[src/rtl/regfile_pkg.sv]
// Shared register-file types and constants, reused by the ID and WB stages.
// Optional write-through bypass is enabled by defining REGFILE_BYPASS_EN.
package regfile_pkg;

  localparam int DATA_W   = 32;
  localparam int NUM_REGS = 32;
  localparam int ADDR_W   = $clog2(NUM_REGS);
  localparam int CNT_W    = 32;
  localparam int ZERO_REG = 0;

  typedef logic [ADDR_W-1:0] reg_idx_t;
  typedef logic [DATA_W-1:0] word_t;

endpackage

[src/rtl/reg_file_wb_reg_read_port.sv]
// One combinational read port: NUM_REGS:1 mux, register-0 force and, when
// REGFILE_BYPASS_EN is defined, the same-cycle write-through bypass.
module reg_read_port #(
  parameter int DATA_W   = 32,
  parameter int NUM_REGS = 32,
  parameter int ADDR_W   = 5
) (
  input  logic [DATA_W-1:0] regs_i [NUM_REGS],
  input  logic [ADDR_W-1:0] readreg_i,
`ifdef REGFILE_BYPASS_EN
  input  logic              regwrite_i,
  input  logic [ADDR_W-1:0] writereg_i,
  input  logic [DATA_W-1:0] writedata_i,
`endif
  output logic [DATA_W-1:0] readdata_o
);
  import regfile_pkg::*;

  logic              is_zero_s;
  logic              bypass_hit_s;
  logic [DATA_W-1:0] stored_s;

  // Select the stored word and qualify the index against register 0.
  always_comb begin
    stored_s  = regs_i[readreg_i];
    is_zero_s = (readreg_i == ADDR_W'(ZERO_REG));
  end

  // Same-cycle write target match; never hits for register 0.
  always_comb begin
`ifdef REGFILE_BYPASS_EN
    bypass_hit_s = regwrite_i && (writereg_i != ADDR_W'(ZERO_REG)) && (writereg_i == readreg_i);
`else
    bypass_hit_s = 1'b0;
`endif
  end

  // Final operand: zero force wins over bypass, bypass wins over storage.
  always_comb begin
    readdata_o = stored_s;
    if (is_zero_s) begin
      readdata_o = {DATA_W{1'b0}};
    end else if (bypass_hit_s) begin
`ifdef REGFILE_BYPASS_EN
      readdata_o = writedata_i;
`else
      readdata_o = stored_s;
`endif
    end else begin
      readdata_o = stored_s;
    end
  end

endmodule

[src/rtl/reg_file_wb.sv]
// MIPS integer register file fed by write-back, with two ID read ports and a
// commit counter. Define REGFILE_BYPASS_EN for the write-through bypass.
module reg_file_wb #(
  parameter int DATA_W   = 32,
  parameter int NUM_REGS = 32,
  parameter int ADDR_W   = 5,
  parameter int CNT_W    = 32
) (
  input  logic              clk,
  input  logic              rst,
  input  logic              regwrite,
  input  logic [ADDR_W-1:0] writereg,
  input  logic [DATA_W-1:0] writedata,
  input  logic [ADDR_W-1:0] readreg1,
  input  logic [ADDR_W-1:0] readreg2,
  output logic [DATA_W-1:0] readdata1,
  output logic [DATA_W-1:0] readdata2,
  output logic [CNT_W-1:0]  commit_cnt
);
  import regfile_pkg::*;

  // Register 0 has no storage; entries 1..NUM_REGS-1 only.
  logic [DATA_W-1:0] regs_q    [1:NUM_REGS-1];
  logic [DATA_W-1:0] regs_d    [1:NUM_REGS-1];
  logic [DATA_W-1:0] rd_view_s [NUM_REGS];
  logic [CNT_W-1:0]  cnt_q;
  logic [CNT_W-1:0]  cnt_d;
  logic              we_s;

  // A write is architecturally visible only when it targets a real register.
  always_comb begin
    we_s = regwrite && (writereg != ADDR_W'(ZERO_REG));
  end

  // Write decode into next-state storage.
  always_comb begin
    for (int i = 1; i < NUM_REGS; i++) begin
      if (we_s && (writereg == ADDR_W'(i))) begin
        regs_d[i] = writedata;
      end else begin
        regs_d[i] = regs_q[i];
      end
    end
  end

  // Commit counter advances once per visible write and wraps naturally.
  always_comb begin
    if (we_s) begin
      cnt_d = cnt_q + CNT_W'(1);
    end else begin
      cnt_d = cnt_q;
    end
  end

  // Storage and counter; reset takes priority over a same-edge write.
  always_ff @(posedge clk) begin
    if (rst) begin
      for (int i = 1; i < NUM_REGS; i++) begin
        regs_q[i] <= {DATA_W{1'b0}};
      end
      cnt_q <= {CNT_W{1'b0}};
    end else begin
      regs_q <= regs_d;
      cnt_q  <= cnt_d;
    end
  end

  // Full-width view for the read muxes, with a constant zero at index 0.
  always_comb begin
    rd_view_s[0] = {DATA_W{1'b0}};
    for (int i = 1; i < NUM_REGS; i++) begin
      rd_view_s[i] = regs_q[i];
    end
  end

  reg_read_port #(
    .DATA_W  (DATA_W),
    .NUM_REGS(NUM_REGS),
    .ADDR_W  (ADDR_W)
  ) u_port1 (
    .regs_i     (rd_view_s),
    .readreg_i  (readreg1),
`ifdef REGFILE_BYPASS_EN
    .regwrite_i (regwrite),
    .writereg_i (writereg),
    .writedata_i(writedata),
`endif
    .readdata_o (readdata1)
  );

  reg_read_port #(
    .DATA_W  (DATA_W),
    .NUM_REGS(NUM_REGS),
    .ADDR_W  (ADDR_W)
  ) u_port2 (
    .regs_i     (rd_view_s),
    .readreg_i  (readreg2),
`ifdef REGFILE_BYPASS_EN
    .regwrite_i (regwrite),
    .writereg_i (writereg),
    .writedata_i(writedata),
`endif
    .readdata_o (readdata2)
  );

  assign commit_cnt = cnt_q;

endmodule
[config.mk]
export PLATFORM = sky130hd
export DESIGN_NAME = reg_file_wb
export DESIGN_NICKNAME = d
export VERILOG_FILES = /design/src/rtl/regfile_pkg.sv /design/src/rtl/reg_file_wb_reg_read_port.sv /design/src/rtl/reg_file_wb.sv
export SDC_FILE = /design/constraint.sdc
export NUM_CORES = 2
export LEC_CHECK = 0
export CAP_MARGIN = 40
export CORE_UTILIZATION = 40
export CTS_CLUSTER_DIAMETER = 100
export DETAILED_ROUTE_END_ITERATION = 6
export PLACE_DENSITY = 0.66
export SLEW_MARGIN = 20
export SYNTH_ARGS = -nofsm -noshare
export SYNTH_HDL_FRONTEND = slang
export SYNTH_HIERARCHICAL = 1
export SYNTH_SLANG_ARGS = --single-unit
[constraint.sdc]
create_clock -name clk -period 4.9 [get_ports clk]
set_clock_uncertainty 0.15 [all_clocks]
set_input_delay 0.735 -clock clk [delete_from_list [all_inputs] [get_ports clk]]
set_output_delay 0.735 -clock clk [all_outputs]
set_load 0.03 [all_outputs]
Word-level counts from Yosys, hierarchy flattened
Index checks and enable logic that the tools add are counted. W data, S select, Z words.

Flip-flop bits (word level): 1024. Output and inout bits: 96. Logic and storage cells: 111.

Add/subtract/negate cells: 1. $lt $le $gt $ge: 2. Equality and inequality tests: 31. Muxes and demuxes: 8. Bitwise logic cells: 2. Reduce and logical (&&, ||, !) cells: 35.

Operators by type and width (count): $bmux W32 S5 (2); $mux W32 (6); $eq A5 B5 Y1 const B (16); $eq A5 B4 Y1 const B (8); $add A32 B1 Y32 const B (1); $logic_and A1 B1 Y1 (32); $eq A5 B3 Y1 const B (4); $ge A6 B6 Y1 const B (2); $not A5 Y6 (2); $eq A5 B2 Y1 const B (2); $logic_not A5 Y1 (2); $eq A5 B1 Y1 const B (1); $reduce_bool A5 Y1 (1).

Longest topological paths before layout
Depth after elaboration: 5. Gate-level depth with buffers: 7.

Modules after synthesis
Netlist, hierarchy kept.

By module, submodules not included: reg_file_wb (instances 1, cells each 4646, area each 35901.9 um2); reg_read_port (instances 2, cells each 664, area each 8368.0 um2).

Worst setup path before layout
No wires, ideal clock.

Path type: input to output. Start: in readreg1[0]. End: out readdata1[10]. Arrival: 2.536 ns. Required time: 4.015 ns. Path slack: 1.479 ns. Stages on the path: 7. Buffers on the path: 4. Path through: buf_4 -> inv_2 -> buf_4 -> buf_4 -> clkbuf_1 -> o2111ai_1 -> a311oi_1.

Word-level cells in the longest chain between the ends: 5. Elaborated cells between the ends (all ways): 6. Classes of those cells: mux (4); bitwise (1); reduce/logical (1).

RTL lines: start, declared (line reg_file_wb.sv:14) `input logic [ADDR_W-1:0] readreg1,`; $not A5 Y6 (not written as such) (line reg_file_wb_reg_read_port.sv:25) `stored_s = regs_i[readreg_i];`; $bmux W32 S5 (line reg_file_wb_reg_read_port.sv:25); $mux W32 (not written as such) (2 in a row) (line reg_file_wb_reg_read_port.sv:25); $mux W32 (*) (line reg_file_wb_reg_read_port.sv:41) `if (is_zero_s) begin`; end, declared (line reg_file_wb.sv:16) `output logic [DATA_W-1:0] readdata1,`.

Mark *: on every way between the ends. The rest lies on a longest branch, timed or not. The select of a mux whose other input is x is not followed.

Worst setup path in the final report
Start: in readreg1[0]. End: out readdata1[30].

Same word-level chain as after synthesis.

==> metrics.csv <==
metric,value,unit
Setup-failing EPs final,0,
Worst R2R Start,commit_cnt[6]$_SDFFE_PP0P_,
Worst Setup End Kind,output pin,
Post-synth ARST share,0,%
Most used DFF post-synth,dfxtp_1,
Filler Cell Count,12191,
layout cells sized above 1,18.1,%
Die Y-Extent,365,microns
CTS tree,built,
largest net degree at the start of global routing,128,
initial antenna violation count,8,
worst reg-to-reg setup slack,2.70,ns
DRC Markers,0,
TritonCTS Buffers,105,
drt pass-1 iters,6,
final core utilization,46.4,%
Leakage,19.4,nW
Hold Path Class,register to register,
Post-CTS Setup Repair Bufs,0,
GRT Resource Usage Total,30.9,%
Worst setup SP type,input port,
vias after detailed routing,49106,
fin. max-slew vios,0,
Reg power frac,44.8,%
Syn Area/Cell,8.81,sq um
Least-Margin Pin Slew,1.03,ns
Comb pwr share,10.6,%
Max-slew headroom,31.2,%
first-pass GRT wire length,306000,microns
final period utilization,87.9,%
# hold bufs at CTS,0,
largest fanout on the critical path,21,
Worst-path clk slew,0.06,ns
RSZ-0062 raised after global routing,no,
Core ar.,0.130,sq mm
r2r endpoint,commit_cnt[30]$_SDFFE_PP0P_,
Yosys warnings,6,
Power Total,0.0188,W
area share of the largest cell type after synthesis,38.9,%
"count leader, synth",nand2_1,
wire length per cell,27.2,microns
crit path to,readdata1[30],
Reg2Reg Depth,4,
clk sink count,1024,
GP Congestion,0.912,
CP Cell Sequence,buf_6 > buf_4 > mux4_2 > nor2b_1 > a211oi_1 > a311oi_1 > buf_12,
routed wire length,210000,microns
Max IR drop VDD,0.000287,V
CP Class,input port to output pin,
"Arr. time, crit path",3.42,ns
number of stages on the worst setup path,7,
DP HPWL,127000,microns
initial DRC count,7369,
Period minus WS final,4.31,ns
Sw Ratio,26.2,%
die footprint,0.133,sq mm
Initial Util,40.5,%
final hold viol count,0,
multi-input logic area,0.0297,sq mm
Post-DRT Antenna Nets,0,
later-pin clock latency in the skew report,0.72,ns
Critical Path Max Stage Delay,0.55,ns
"top cells by area, synth","dfxtp_1 39%, mux4_2 19%, nand2_1 15%, a21oi_1 9.7%, clkbuf_1 2.9%",
Syn Inst Count,5974,
maxcap violations,0,
Die Span X,365,microns
cell accounting for the most synthesized area,dfxtp_1,
vias in the first global route,46200,
Fin Setup TNS,0,ns
"top cells by count, synth","2060 x nand2_1, 1024 x dfxtp_1, 1019 x a21oi_1",
Internal Power,0.0139,W
fin nets,5945,
status,completed,
clk buf depth,3,
Power Density,312,mW/mm^2
setup ws final,0.591,ns
Resized Gates After CTS,0,
FP Rows,132,
H-tree Lvls,3,
Critical Path Slowest Stage Cell,mux4_2,
pre-CTS setup slack,0.749,ns
"EDFF count, synth",0,
highest clock rate,232,MHz
Synth cell types,54,
port buffer count,145,
register area,0.0205,sq mm
grt ovf,0,
post-synthesis sequential area ratio,38.9,%
"flops & latches, synth",1024,
CP startpoint,readreg1[0],
CP bufs+invs,3,
"CP delay by family, top",buffers and inverters,
NetSw,0.00493,W
worst endpoint required time,4.01,ns
clk root buf,clkbuf_16,
clock share of power,44.6,%
# IOs,146,
vias per cell,6.36,
synthesized area,0.0526,sq mm
area delta synth->final,14.5,%
[worst min path at each step]
stage | from | slack [ns] | end | cells past startpoint
floorplan | rd_view_s[100]$_SDFFE_PP0P_ | 0.29 | rd_view_s[100]$_SDFFE_PP0P_ | 2
global placement | rd_view_s[809]$_SDFFE_PP0P_ | 0.30 | rd_view_s[809]$_SDFFE_PP0P_ | 2
detailed placement | rd_view_s[530]$_SDFFE_PP0P_ | 0.31 | rd_view_s[530]$_SDFFE_PP0P_ | 2
CTS | rd_view_s[360]$_SDFFE_PP0P_ | 0.32 | rd_view_s[360]$_SDFFE_PP0P_ | 2
global route | rd_view_s[99]$_SDFFE_PP0P_ | 0.33 | rd_view_s[99]$_SDFFE_PP0P_ | 2
finish | rd_view_s[782]$_SDFFE_PP0P_ | 0.31 | rd_view_s[782]$_SDFFE_PP0P_ | 2
[cell type report]
| type | count | area share [%] |
|---|---|---|
| Antenna cell | 3 | 0.0125 |
| Clock buffer | 153 | 5.16 |
| Tap cell | 1742 | 3.62 |
| Multi-Input combinational cell | 4384 | 49.3 |
| Sequential cell | 1024 | 34.0 |
| Clock inverter | 33 | 0.706 |
| Inverter | 4 | 0.0291 |
| Timing Repair Buffer | 375 | 7.19 |
[flip-flops by register name, indices dropped and copies added (netlist names)]
signal / cells
commit_cnt: 32
rd_view_s: 992
[routing by layer]
layer	share of wire [%]	routed length, microns	track usage (%)	vias up
met1	37	76800	40.4	23841
met4	6.2	13000	16.1	10
met3	14	29800	9.02	835
li1	-	-	-	20802
met2	43	90300	46.0	3618
met5	0.030	62	0	-
[power groups by stage]
stage | clock (W) | combinational, W | sequential, W
floorplan | 0 | 0.00113 | 0.00860
global placement | 0 | 0.00191 | 0.00861
detailed placement | 0 | 0.00193 | 0.00861
CTS | 0.00842 | 0.00194 | 0.00843
global route | 0.00878 | 0.00204 | 0.00843
finish | 0.00840 | 0.00200 | 0.00843
[through the flow]
step	instances	area [sq um]	hold WS, ns
floorplan	6037	52900	0.293
global placement	7516	56600	0.299
detailed placement	7525	56700	0.307
CTS	7711	60200	0.315
global route	7715	60300	0.333
finish	7718	60300	0.313
[cells in the final DEF (no fill, tap or decap), types with 66 or more instances in the layout]
cell type,count
a21oi_1,1019
buf_12,102
buf_4,180
clkbuf_16,107
dfxtp_1,1024
mux2i_1,129
mux4_2,448
nand2_1,2033
nor2b_1,66
o21ai_1,111
[worst reg2reg max path, cell delays in order (launching register included)]
cell and delay, ns:
dfxtp_1 0.42, and4_1 0.32, nand4_1 0.45, or4_1 0.65, a21oi_1 0.15
[cells by family after synthesis]
| kind of cell | share of synthesized area, % |
|---|---|
| and+or+nand+nor | 17.0 |
| AOI/OAI and AO/OA | 15.2 |
| DFF | 38.9 |
| muxes | 23.0 |
| buffers and inverters | 5.70 |
| xor gates and xnor gates | 0.0666 |
| adders and majority gates | 0.0238 |
| other | 0.00712 |
Note: power is estimated with default switching activity, not from simulation.
